===== src/rtl/alu_issue_ctrl_if.sv =====
// Bus between the issue controller (master) and the combinational 16-bit ALU (slave).
// Operands/op flow master->slave; result and flags flow back.
interface alu_issue_ctrl_if #(
    parameter int unsigned DATA_W = 16
);
    logic [DATA_W-1:0] alu_a;
    logic [DATA_W-1:0] alu_b;
    logic [3:0]        alu_op;
    logic [DATA_W-1:0] alu_rd;
    logic              alu_bne;
    logic              alu_ov;

    modport master (
        output alu_a, alu_b, alu_op,
        input  alu_rd, alu_bne, alu_ov
    );

    modport slave (
        input  alu_a, alu_b, alu_op,
        output alu_rd, alu_bne, alu_ov
    );
endinterface


===== src/rtl/alu_issue_ctrl.sv =====
// Multicycle issue/writeback controller driving a combinational ALU from an 8x16 register file.
// Optional macro ALU_OV_TRAP_EN: ADD/SUB overflow suppresses writeback and pulses ov_trap.
module alu_issue_ctrl #(
    parameter int unsigned DATA_W = 16,
    parameter int unsigned NREGS  = 8,
    parameter int unsigned ADDR_W = 3
) (
    input  logic                clk,
    input  logic                rst,
    input  logic                instr_valid,
    input  logic [15:0]         instr,
    output logic                instr_ready,
    input  logic                ld_en,
    input  logic [ADDR_W-1:0]   ld_addr,
    input  logic [DATA_W-1:0]   ld_data,
    alu_issue_ctrl_if.master    alu,
    output logic                done,
    output logic                branch_taken,
    output logic                illegal,
`ifdef ALU_OV_TRAP_EN
    output logic                ov_trap,
`endif
    input  logic [ADDR_W-1:0]   dbg_addr,
    output logic [DATA_W-1:0]   dbg_data
);

    typedef enum logic [1:0] {StIdle, StRead, StExec, StWb} state_e;

    state_e state_q, state_d;

    logic [15:0]       ir_q;
    logic [DATA_W-1:0] regs_q [NREGS];
    logic [DATA_W-1:0] alu_a_q, alu_b_q;
    logic [3:0]        alu_op_q;
    logic [DATA_W-1:0] result_q;
    logic              bne_q, ov_q;

    logic [ADDR_W-1:0] rs_idx, rt_idx, rd_idx;
    logic [3:0]        op_map;
    logic              op_legal, op_bne, op_arith;
    logic              accept, trap, wb_en;

    assign rs_idx = ADDR_W'(ir_q[11:9]);
    assign rt_idx = ADDR_W'(ir_q[8:6]);
    assign rd_idx = ADDR_W'(ir_q[5:3]);

    // Opcode -> ALU op; op_arith marks the ops whose overflow flag is meaningful.
    always_comb begin
        op_map   = 4'd0;
        op_legal = 1'b1;
        op_bne   = 1'b0;
        op_arith = 1'b0;
        case (ir_q[15:12])
            4'h0: op_map = 4'd0;
            4'h1: op_map = 4'd1;
            4'h2: begin op_map = 4'd2; op_arith = 1'b1; end
            4'h6: begin op_map = 4'd6; op_arith = 1'b1; end
            4'h7: op_map = 4'd7;
            4'hB: begin op_map = 4'd6; op_bne = 1'b1; end
            default: op_legal = 1'b0;
        endcase
    end

    function automatic logic [DATA_W-1:0] read_reg(input logic [ADDR_W-1:0] idx,
                                                  input logic [DATA_W-1:0] val);
        return (idx == '0) ? '0 : val;
    endfunction

`ifdef ALU_OV_TRAP_EN
    assign trap = op_arith && ov_q;
    logic unused_bits;
    assign unused_bits = ^ir_q[2:0];
`else
    assign trap = 1'b0;
    logic unused_bits;
    assign unused_bits = ^{ir_q[2:0], ov_q, op_arith};
`endif

    assign accept = (state_q == StIdle) && instr_valid && instr_ready;
    assign wb_en  = (state_q == StWb) && op_legal && !op_bne && !trap && (rd_idx != '0);

    always_ff @(posedge clk) begin
        if (rst) state_q <= StIdle;
        else     state_q <= state_d;
    end

    always_comb begin
        state_d      = state_q;
        instr_ready  = 1'b0;
        done         = 1'b0;
        branch_taken = 1'b0;
        illegal      = 1'b0;
`ifdef ALU_OV_TRAP_EN
        ov_trap      = 1'b0;
`endif
        unique case (state_q)
            StIdle: begin
                instr_ready = !rst;
                if (accept) state_d = StRead;
            end
            StRead: state_d = op_legal ? StExec : StWb;
            StExec: state_d = StWb;
            StWb: begin
                // Gated by rst so a reset landing in WB never retires the instruction.
                done         = !rst;
                branch_taken = !rst && op_legal && op_bne && bne_q;
                illegal      = !rst && !op_legal;
`ifdef ALU_OV_TRAP_EN
                ov_trap      = !rst && op_legal && trap;
`endif
                state_d      = StIdle;
            end
            default: state_d = StIdle;
        endcase
    end

    always_ff @(posedge clk) begin
        if (rst) begin
            for (int i = 0; i < int'(NREGS); i++) regs_q[i] <= '0;
            ir_q     <= '0;
            alu_a_q  <= '0;
            alu_b_q  <= '0;
            alu_op_q <= '0;
            result_q <= '0;
            bne_q    <= 1'b0;
            ov_q     <= 1'b0;
        end else begin
            // Preload and writeback live in disjoint states, so they never collide.
            if (state_q == StIdle && ld_en && ld_addr != '0) regs_q[ld_addr] <= ld_data;
            if (wb_en) regs_q[rd_idx] <= result_q;
            if (accept) ir_q <= instr;
            if (state_q == StRead) begin
                alu_a_q  <= read_reg(rs_idx, regs_q[rs_idx]);
                alu_b_q  <= read_reg(rt_idx, regs_q[rt_idx]);
                alu_op_q <= op_map;
            end
            if (state_q == StExec) begin
                result_q <= alu.alu_rd;
                bne_q    <= alu.alu_bne;
                ov_q     <= alu.alu_ov;
            end
        end
    end

    assign alu.alu_a  = alu_a_q;
    assign alu.alu_b  = alu_b_q;
    assign alu.alu_op = alu_op_q;

    assign dbg_data = read_reg(dbg_addr, regs_q[dbg_addr]);

endmodule


===== src/flat_wrapper.sv =====
// flat-port wrapper written by rule: the top's interface ports become plain ports
module alu_issue_ctrl_flat 
#(
    parameter int unsigned DATA_W = 16,
    parameter int unsigned NREGS  = 8,
    parameter int unsigned ADDR_W = 3
)
  (clk, rst, instr_valid, instr, instr_ready, ld_en, ld_addr, ld_data, done, branch_taken, illegal, dbg_addr, dbg_data, alu_alu_a, alu_alu_b, alu_alu_op, alu_alu_rd, alu_alu_bne, alu_alu_ov);
  alu_issue_ctrl_if #(.DATA_W(DATA_W)) alu_i ();
  input  logic clk;
  input  logic rst;
  input  logic instr_valid;
  input  logic [15:0] instr;
  output logic instr_ready;
  input  logic ld_en;
  input  logic [ADDR_W-1:0] ld_addr;
  input  logic [DATA_W-1:0] ld_data;
  output logic done;
  output logic branch_taken;
  output logic illegal;
  input  logic [ADDR_W-1:0] dbg_addr;
  output logic [DATA_W-1:0] dbg_data;
  output wire logic [$bits(alu_i.alu_a)-1:0] alu_alu_a;
  output wire logic [$bits(alu_i.alu_b)-1:0] alu_alu_b;
  output wire logic [$bits(alu_i.alu_op)-1:0] alu_alu_op;
  input wire logic [$bits(alu_i.alu_rd)-1:0] alu_alu_rd;
  input wire logic [$bits(alu_i.alu_bne)-1:0] alu_alu_bne;
  input wire logic [$bits(alu_i.alu_ov)-1:0] alu_alu_ov;
  assign alu_alu_a = alu_i.alu_a;
  assign alu_alu_b = alu_i.alu_b;
  assign alu_alu_op = alu_i.alu_op;
  assign alu_i.alu_rd = alu_alu_rd;
  assign alu_i.alu_bne = alu_alu_bne;
  assign alu_i.alu_ov = alu_alu_ov;
  alu_issue_ctrl #(.DATA_W(DATA_W), .NREGS(NREGS), .ADDR_W(ADDR_W)) u_core (.clk(clk), .rst(rst), .instr_valid(instr_valid), .instr(instr), .instr_ready(instr_ready), .ld_en(ld_en), .ld_addr(ld_addr), .ld_data(ld_data), .alu(alu_i), .done(done), .branch_taken(branch_taken), .illegal(illegal), .dbg_addr(dbg_addr), .dbg_data(dbg_data));
endmodule

===== config.mk =====
export PLATFORM = sky130hd
export DESIGN_NAME = alu_issue_ctrl_flat
export DESIGN_NICKNAME = d
export VERILOG_FILES = /design/src/rtl/alu_issue_ctrl_if.sv /design/src/rtl/alu_issue_ctrl.sv /design/src/flat_wrapper.sv
export SDC_FILE = /design/constraint.sdc
export NUM_CORES = 1
export LEC_CHECK = 0
export BUFFER_PORTS_ARGS = -buffer_cell sky130_fd_sc_hd__buf_4
export CORE_MARGIN = 2
export CORE_UTILIZATION = 59
export CTS_BUF_LIST = sky130_fd_sc_hd__clkbuf_16
export CTS_CLUSTER_DIAMETER = 120
export DETAILED_ROUTE_END_ITERATION = 12
export GPL_TIMING_DRIVEN = 0
export PLACE_DENSITY = 0.77
export REMOVE_ABC_BUFFERS = 1
export SETUP_SLACK_MARGIN = 0.02
export SYNTH_ARGS = -nofsm -noshare
export SYNTH_HDL_FRONTEND = slang
export SYNTH_SLANG_ARGS = --single-unit

===== constraint.sdc =====
create_clock -name clk -period 2.5 [get_ports clk]
set_input_delay 0.375 -clock clk [delete_from_list [all_inputs] [get_ports clk]]
set_output_delay 0.375 -clock clk [all_outputs]
set_load 0.01 [all_outputs]

==> run metrics <==
routed wire length=roughly 30 mm; aggregate global routing overflow=0; clock latency on the worst-skew pair=~0.51 ns; Net count, final=between 1000 and 1500; row cnt=49; Post-Syn Instances=910; WP data arrival=2.90 ns; Starting Density=between 50% and 60%; Pwr Total=9790 uW; RD Place Congestion=approximately 0.85; Fin. Hold Viols=0; initial antenna violation count=0; crit end category=flop; CP Data Required Time=approximately 2.9 ns; hold path start=instr[12]; DR WL met2=14.3 mm; via count of the first global-routing pass=8108; gr usage total=29.9%; Worst Path Class, Setup=reg2reg; Clock Path Buffers=3; Met3 Routed Length=2.94 mm; synthesized-area fraction occupied by adder cells=less than 1%; clk root buf=clkbuf_16; die area=0.0193 mm^2; Post-Synth Simple-Gate Area=10.2%; reg-to-reg endpoint=u_core.alu.alu_b[4]; slew of the pin with the lowest slew margin=1.31 ns; largest net degree at the start of global routing=66; EDFF count, synth=~130; highest routing layer actually used=met4; TNS Setup=-0.000956 ns; hold path cells=3; Worst Hold Path EP=u_core.ir_q[12]; Top Ports=116; Startpoint Class=flop; post-synthesis sequential area ratio=49.3%; Synth Area in Compound Gates=12.0%; drt wl/cell=about 24 um; leading cell types in the layout, fill and taps excluded=edfxtp_1, nor2_1, buf_4; Setup Skew=0.00917 ns; worst min-delay path class=in2reg; Place WS=-1.36 ns; FMAX=400 MHz; core area=0.0180 mm^2; async set-or-reset flop fraction in the synthesized netlist=0%; DP Wirelength=16.8 mm; Max FO, Critical Path=20; Reg area=0.00532 mm^2; violated checks=setup timing; leakage power=between 0.004 and 0.005 uW; global-route wire length before repair=between 40 and 50 mm; Via Count=about 8200; drt pass-1 iters=5; commonest non-fill, non-tap cell in the layout=edfxtp_1; Inserted Clock Buffers=23; VDD IR max=0.595 mV; dominant synthesized flop cell=edfxtp_1; synth warn=0; H-tree Lvls=1; Worst Slack Setup Final=-0.000956 ns; outcome=complete, but fails checks; post-synthesis mux area share=between 20 and 25%; Multi-input gate area=0.00522 mm^2; max cap viols=0; Post-DRT Antenna Nets=0; DRT iter0 DRCs=906; synth-to-layout area growth=17.1%; Rel. slew slack=12.8%; largest family of logic cells by synthesized area=multiplexers; clock tree sinks=around 200; n_diodes=0; Clock Pin Slew Worst Setup and Hold Paths=0.06 ns; # fillers=about 1300; Power Density=776 mW/mm^2; setup violators final=1; flop-to-flop setup slack=-0.001 ns; # port buffers=110; max-slew violations=0; xor-xnor portion of the synthesized cell area=0.163%; register bit total from synthesis=201; share of layout cells above drive strength 1=~34%; Reg2Reg Depth=4; CTS tree=yes; crit path time final=2.50 ns; cell area after synthesis=0.0108 mm^2; Die H=approximately 140 um; wire length on met1=around 12 mm; syn_area_per_cell=11.8 um^2; post-synthesis cell type count=between 40 and 50; vias per cell=6.57; Die W=139 um; Post-route DRC=0; Final Cycle Share=100%
worst max-delay path: stages, from the launching register on:
cell	delay, ns
dfxtp_1	1.06
nand2_2	0.59
o22ai_1	0.35
a2111oi_0	0.15
a21o_1	0.24
area by class of cell:
class                   count  area share, %
inverters                  20          0.595
multi-input cells         630           41.4
clock buffers              23           4.56
flip-flops and latches    201           42.2
well taps                 229           2.27
clock inverters            18           1.08
repair buffers            122           7.93
worst max-delay path by stage:
stage,start,end,slack (ns),depth (start not counted)
floorplan,u_core.ir_q[13],u_core.regs_q[7][0],-0.94,4
global placement,rst,u_core.regs_q[1][14],-3.39,5
detailed placement,rst,u_core.regs_q[3][14],-1.36,6
CTS,u_core.state_q[1],u_core.regs_q[5][6],0.01,7
global route,u_core.state_q[1],u_core.alu.alu_b[3],-0.02,6
finish,flop,u_core.alu.alu_b[4],-0.001,4
kinds of logic after synthesis:
| kind of cell | count (synthesis) |
|---|---|
| AND/OR/NAND/NOR | 232 |
| flip-flops | 201 |
| multiplexers | 200 |
| AO/OA/AOI/OAI | 174 |
| buffers and inverters | 95 |
| adder cells (fa/ha/maj) | 5 |
| XOR/XNOR | 2 |
| other | 1 |
Yosys cell counts, types with 20 or more instances:
library cell	count	share of area, %
edfxtp_1	128	36
nor2_1	119	4.1
mux2_2	110	12
dfxtp_1	73	14
mux2i_1	61	5.7
clkbuf_1	42	1.5
nand2_1	36	1.3
a211oi_1	33	2.3
a2111oi_0	30	2.4
a21o_1	30	2.1
o22ai_1	30	1.7
a21oi_1	21	0.98
inv_1	20	0.70
power by group:
group	internal, uW	switching [uW]
registers	3880	426
clock network	1870	1330
logic	1050	1230
total	6800	2980
through the flow:
step	hold WS [ns]	util [%]	cells	cell area [um^2]
final	0.0499	70.2	1243	12600
after global routing	0.0554	70.2	1243	12600
after CTS	0.0447	69.9	1243	12600
after floorplan	0.444	-	851	10400
after global placement	0.434	64.2	1190	11500
after detailed placement	0.440	65.4	1198	11700
timing repair:
item	4_1_cts	5_1_grt
setup buffers	4	0
pin swaps	0	0
endpoints found under the setup margin	145	87
hold buffers	0	0
resized for setup	22	15
registers in the layout, indices dropped and copies added, names as in the netlist, named ones only:
signal / cells
u_core.alu.alu_a: 16
u_core.alu.alu_b: 16
u_core.regs_q: 128
u_core.bne_q: 1
u_core.alu.alu_op: 3
u_core.result_q: 16
u_core.ir_q: 13
u_core.state_q: 2
routing by layer:
metal  global-route usage (%)  vias up
li1                         -     3593
met1                     38.9     4022
met2                     50.0      473
met3                     5.63       75
met4                     11.6        0
met5                        0        -
(Power assumes the default switching activity.)
